File: config.mk
export PLATFORM = sky130hd
export DESIGN_NAME = hex_scan
export DESIGN_NICKNAME = d
export VERILOG_FILES = /design/src/rtl/hex_scan.sv
export SDC_FILE = /design/constraint.sdc
export NUM_CORES = 1
export LEC_CHECK = 0
export CAP_MARGIN = 25
export CORE_MARGIN = 2
export CORE_UTILIZATION = 55
export DETAILED_ROUTE_END_ITERATION = 6
export PLACE_DENSITY = 0.8
export SLEW_MARGIN = 0
export SYNTH_ARGS = -nofsm -noshare
export SYNTH_HDL_FRONTEND = slang
export SYNTH_SLANG_ARGS = --single-unit
File: constraint.sdc
create_clock -name clk_i -period 4.3 [get_ports clk_i]
set_input_delay 0.645 -clock clk_i [delete_from_list [all_inputs] [get_ports clk_i]]
set_output_delay 0.645 -clock clk_i [all_outputs]
set_load 0.02 [all_outputs]
File: src/rtl/hex_scan.sv
// Purpose: 4-digit common-anode 7-segment scanner with frame-synchronous commit of loaded digits.
// Latency: outputs registered one cycle behind (cnt, slot); a load reaches the pins within 4*DIV+DEAD+1 cycles.
// Backpressure: none; load_i is always accepted, and a newer load overwrites an uncommitted one.
module hex_scan #(
    parameter int DIV  = 100000,
    parameter int DEAD = 16
) (
    input  logic        clk_i,
    input  logic        rstn_i,
    input  logic [15:0] data_i,
    input  logic [3:0]  en_i,
    input  logic [3:0]  dp_i,
    input  logic        load_i,
    output logic [6:0]  hex_o,
    output logic        dp_o,
    output logic [3:0]  an_o,
    output logic        frame_o,
    output logic        pending_o
);

    localparam int CW = (DIV > 2) ? $clog2(DIV) : 1;
    localparam logic [CW-1:0] CNT_MAX = CW'(DIV - 1);
    localparam logic [CW-1:0] DEAD_C  = CW'(DEAD);
    localparam logic [CW-1:0] CNT_ONE = CW'(1);

    logic [CW-1:0] cnt_q, cnt_d;
    logic [1:0]    slot_q, slot_d;
    logic          wrap, boundary;

    logic [15:0] pend_data_q, pend_data_d;
    logic [3:0]  pend_en_q, pend_en_d;
    logic [3:0]  pend_dp_q, pend_dp_d;
    logic        pend_vld_q, pend_vld_d;
    logic [15:0] disp_data_q, disp_data_d;
    logic [3:0]  disp_en_q, disp_en_d;
    logic [3:0]  disp_dp_q, disp_dp_d;

    logic [6:0] hex_q, hex_d;
    logic       dp_q, dp_d;
    logic [3:0] an_q, an_d;
    logic       frame_q;

    logic [3:0] nib;
    logic [3:0] an_sel;
    logic [6:0] seg_pat;
    logic       lit;

    assign wrap     = (cnt_q == CNT_MAX);
    assign boundary = wrap && (slot_q == 2'd3);

    // Prescaler and slot index: slot advances on every prescaler wrap.
    always_comb begin
        cnt_d  = wrap ? '0 : cnt_q + CNT_ONE;
        slot_d = wrap ? slot_q + 2'd1 : slot_q;
    end

    // Pending capture and frame-boundary commit; a load on the boundary goes straight to display.
    always_comb begin
        pend_data_d = pend_data_q;
        pend_en_d   = pend_en_q;
        pend_dp_d   = pend_dp_q;
        pend_vld_d  = pend_vld_q;
        disp_data_d = disp_data_q;
        disp_en_d   = disp_en_q;
        disp_dp_d   = disp_dp_q;
        if (load_i && boundary) begin
            disp_data_d = data_i;
            disp_en_d   = en_i;
            disp_dp_d   = dp_i;
            pend_vld_d  = 1'b0;
        end else if (load_i) begin
            pend_data_d = data_i;
            pend_en_d   = en_i;
            pend_dp_d   = dp_i;
            pend_vld_d  = 1'b1;
        end else if (boundary && pend_vld_q) begin
            disp_data_d = pend_data_q;
            disp_en_d   = pend_en_q;
            disp_dp_d   = pend_dp_q;
            pend_vld_d  = 1'b0;
        end
    end

    // Select the digit for the current slot and build the next pin pattern.
    always_comb begin
        nib    = 4'h0;
        an_sel = 4'b1111;
        case (slot_q)
            2'd0: begin nib = disp_data_q[3:0];   an_sel = 4'b1110; end
            2'd1: begin nib = disp_data_q[7:4];   an_sel = 4'b1101; end
            2'd2: begin nib = disp_data_q[11:8];  an_sel = 4'b1011; end
            default: begin nib = disp_data_q[15:12]; an_sel = 4'b0111; end
        endcase

        case (nib)
            4'h0: seg_pat = 7'h40;
            4'h1: seg_pat = 7'h79;
            4'h2: seg_pat = 7'h24;
            4'h3: seg_pat = 7'h30;
            4'h4: seg_pat = 7'h19;
            4'h5: seg_pat = 7'h12;
            4'h6: seg_pat = 7'h02;
            4'h7: seg_pat = 7'h78;
            4'h8: seg_pat = 7'h00;
            4'h9: seg_pat = 7'h10;
            4'hA: seg_pat = 7'h08;
            4'hB: seg_pat = 7'h03;
            4'hC: seg_pat = 7'h46;
            4'hD: seg_pat = 7'h21;
            4'hE: seg_pat = 7'h06;
            default: seg_pat = 7'h0E;
        endcase

        // Blank during the dead window and for disabled digits.
        lit  = (cnt_q >= DEAD_C) && disp_en_q[slot_q];
        an_d  = lit ? an_sel : 4'b1111;
        hex_d = lit ? seg_pat : 7'h7F;
        dp_d  = lit ? ~disp_dp_q[slot_q] : 1'b1;
    end

    // All state and pin registers; reset discards everything and leaves the display dark.
    always_ff @(posedge clk_i or negedge rstn_i) begin
        if (!rstn_i) begin
            cnt_q       <= '0;
            slot_q      <= 2'd0;
            pend_data_q <= 16'h0;
            pend_en_q   <= 4'h0;
            pend_dp_q   <= 4'h0;
            pend_vld_q  <= 1'b0;
            disp_data_q <= 16'h0;
            disp_en_q   <= 4'h0;
            disp_dp_q   <= 4'h0;
            hex_q       <= 7'h7F;
            dp_q        <= 1'b1;
            an_q        <= 4'hF;
            frame_q     <= 1'b0;
        end else begin
            cnt_q       <= cnt_d;
            slot_q      <= slot_d;
            pend_data_q <= pend_data_d;
            pend_en_q   <= pend_en_d;
            pend_dp_q   <= pend_dp_d;
            pend_vld_q  <= pend_vld_d;
            disp_data_q <= disp_data_d;
            disp_en_q   <= disp_en_d;
            disp_dp_q   <= disp_dp_d;
            hex_q       <= hex_d;
            dp_q        <= dp_d;
            an_q        <= an_d;
            frame_q     <= boundary;
        end
    end

    assign hex_o     = hex_q;
    assign dp_o      = dp_q;
    assign an_o      = an_q;
    assign frame_o   = frame_q;
    assign pending_o = pend_vld_q;

endmodule

==> impl_metrics.json <==
{
  "start_util": 0.566,
  "fin_ws_ps": 1510,
  "cp.arrival_ps": 2150,
  "cts_sinks": 81,
  "clk_latency_ps": 370,
  "dp_slack_ps": 1650,
  "fillers": 577,
  "grt_overflow_total": 0,
  "syn_to_final_growth_pct": 15.9,
  "synth_most_common_cell": "dfrtp_1",
  "drtPass1Iterations": 5,
  "ys_warn_count": 0,
  "slowest_delay_ps": 1030,
  "ios": 41,
  "worstPathRequired_ps": 3650,
  "numPortBuffers": 40,
  "avgSynthCellArea_um2": 11.3,
  "place_congestion": 0.771,
  "post_cts_resized": 0,
  "r2r-end": "hex_o[6]$_DFF_PN1_",
  "cap_violations": 0,
  "r2r_slack_ps": 1700,
  "clock_skew_ps": 16.4,
  "synth_top_area_share": 0.423,
  "fp.dieH_um": 90.2,
  "p_switching_uw": 366,
  "crit_family": "flip-flops",
  "cpMaxStageDelayCell": "dfrtp_1",
  "power_frac_clock": 0.394,
  "r2r-start": "slot_q[0]$_DFFE_PN0N_",
  "max-slew-margin-rel": 0.312,
  "fin_crit_sh": 0.649,
  "final_nets": 434,
  "yosys_register_bits": 81,
  "via_count": 2894,
  "outcome": "finished clean",
  "swShare": 0.246,
  "p_leak_nw": 2.02,
  "drive_above_1_share": 0.223,
  "worstMarginPinSlew_ps": 1030,
  "ys_async_sr_fraction": 1.00,
  "synth_seq_area_share": 0.500,
  "grt_max_degree": 82,
  "cts_tree": "yes",
  "synth.top_cells.by_count": "dfrtp_1 (69), nor2_1 (38), nor3_1 (25)",
  "synth_area_leaders": "dfrtp_1 (42%), dfstp_2 (7.7%), mux2_4 (7.4%), o221a_2 (5.8%), ha_1 (4.0%)",
  "drc": 0,
  "start_kind": "register",
  "finalHoldViolCount": 0,
  "crit_buf_inv": 1,
  "fp.coreArea_um2": 7210,
  "hold_slack_ps": 189,
  "p_seq_frac": 0.536,
  "grt_pass1_wl_mm": 14.0,
  "dieArea_um2": 8130,
  "cts_setup_buffers": 0,
  "ys_types": 43,
  "finalSetupViolCount": 0,
  "first_iter_violations": 242,
  "peakVddDrop_mv": 0.165,
  "min_path_type": "input pin to asynchronous set/reset pin",
  "grt_pass1_vias": 2794,
  "crit_chain": "clkdlybuf4s50_1",
  "netlist_instances": 362,
  "worstPathMaxFanout": 30,
  "rsz0062_at_grt": "false",
  "synth-edff-count": 0,
  "cts.path.max_buffers": 2,
  "wl_per_cell_um": 16.7,
  "die_w_um": 90.2,
  "wl_mm": 8.32,
  "power.internal_mw": 1.12,
  "dp_hpwl_mm": 5.60,
  "antenna_found_initial": 0,
  "worstRegToRegCells": 10,
  "yosys.area.top_type": "dfrtp_1",
  "p_comb_frac": 0.070,
  "syn_area_um2": 4080,
  "antenna_cells": 0,
  "critical_path_class": "register to output pin",
  "grt_use_total": 0.215,
  "cp_num_cells": 1,
  "cts_hold_buffers": 0,
  "period_minus_slack_ps": 2790,
  "drtAntennaViolNets": 0,
  "clk_pin_slew_ps": 90,
  "numCtsBuffers": 9,
  "pwr_density_cell_nw_per_um2": 315,
  "via_per_inst": 5.81,
  "cts-root-buf": "clkbuf_8",
  "synth_ff_type": "dfrtp_1",
  "htreeDepth": 3,
  "setup_tns_ps": 0,
  "fmax_mhz": 358,
  "synth_nets": 402,
  "end_kind": "output pin",
  "final_max_slew_viol_count": 0,
  "num_rows": 31
}
==> flip-flops by register name, summed over array words and instances (netlist names) <==
name / count
disp_dp_q: 4
disp_en_q: 4
an_o: 4
pend_en_q: 4
slot_q: 2
pend_dp_q: 4
cnt_q: 17
disp_data_q: 16
frame_o: 1
dp_o: 1
pending_o: 1
pend_data_q: 16
hex_o: 7
==> routing by layer <==
metal | part of all wire | routed length [um] | vias to the layer above | track usage
met2 | 0.47 | 3920 | 87 | 0.325
met3 | 0.041 | 345 | 17 | 0.0386
met4 | 0.027 | 224 | 0 | 0.100
met5 | 0 | 0 | - | 0
li1 | - | - | 1370 | -
met1 | 0.46 | 3820 | 1420 | 0.305
==> metrics by stage <==
stage,std cells,power (mW),utilization,instance area [um2]
floorplan,362,0.866,-,4080
global placement,481,0.911,0.623,4500
detailed placement,481,0.914,0.623,4500
CTS,497,1.49,0.652,4710
global route,498,1.54,0.656,4730
finish,498,1.49,0.656,4730
==> power groups by stage <==
stage | clock, mW | combinational [mW] | sequential, mW
finish | 0.588 | 0.104 | 0.798
global route | 0.624 | 0.113 | 0.801
CTS | 0.593 | 0.103 | 0.798
detailed placement | 0 | 0.103 | 0.812
global placement | 0 | 0.0995 | 0.812
floorplan | 0 | 0.0581 | 0.808
==> layout by cell type (no fill, tap or decap), types with 2 or more instances in the layout <==
cell             instances
nor3_1                  25
mux2_2                   5
o221a_2                 21
inv_6                    2
o21ai_0                  3
a21oi_1                 24
mux2_4                  20
ha_1                    13
xnor2_1                 11
dfstp_2                 12
mux2i_1                  5
nand2b_1                 2
buf_4                    4
clkinvlp_4               2
clkdlybuf4s50_1         39
nor2b_1                  2
o221ai_1                 5
and3_1                   2
a222oi_1                 3
nand4_1                  6
mux4_2                   2
nand3_1                  6
inv_8                    2
and2_2                   2
a31oi_1                  4
o22a_1                   3
nand2_1                 21
dfrtp_1                 69
o21a_1                   3
clkbuf_8                 9
inv_1                   15
xor2_1                   5
nor2_1                  38
==> cell type report <==
class / instances / area, um2 / share of cell area
Inverter: 15 / 56.3 / 0.0119
Tap cell: 99 / 124 / 0.0262
Sequential cell: 81 / 2040 / 0.431
Clock buffer: 9 / 124 / 0.0262
Timing Repair Buffer: 44 / 448 / 0.0946
Clock inverter: 7 / 85.1 / 0.0180
Multi-Input combinational cell: 243 / 1850 / 0.392
==> how the worst max path moves through the flow <==
stage | start | end | slack, ps
final | pending_o$_DFFE_PN0P_ | pending_o | 1510
after global routing | pending_o$_DFFE_PN0P_ | pending_o | 1430
after detailed placement | load_i | pend_en_q[3]$_DFFE_PN0P_ | 1650
after floorplan | cnt_q[14]$_DFF_PN0_ | pend_data_q[0]$_DFFE_PN0P_ | 2130
after global placement | load_i | pend_en_q[3]$_DFFE_PN0P_ | 1670
after CTS | pending_o$_DFFE_PN0P_ | pending_o | 1520
==> logic make-up (layout without fill, tap and decap cells) <==
| group | count (synthesis) | in the layout | synth area share |
|---|---|---|---|
| DFF | 81 | 81 | 0.500 |
| muxes | 32 | 32 | 0.111 |
| and+or+nand+nor | 113 | 113 | 0.137 |
| adders and majority gates | 13 | 13 | 0.0398 |
| AOI/OAI and AO/OA | 69 | 69 | 0.133 |
| xor gates and xnor gates | 16 | 16 | 0.0343 |
| buffers and inverters | 38 | 75 | 0.0457 |
(Power assumes the default switching activity.)
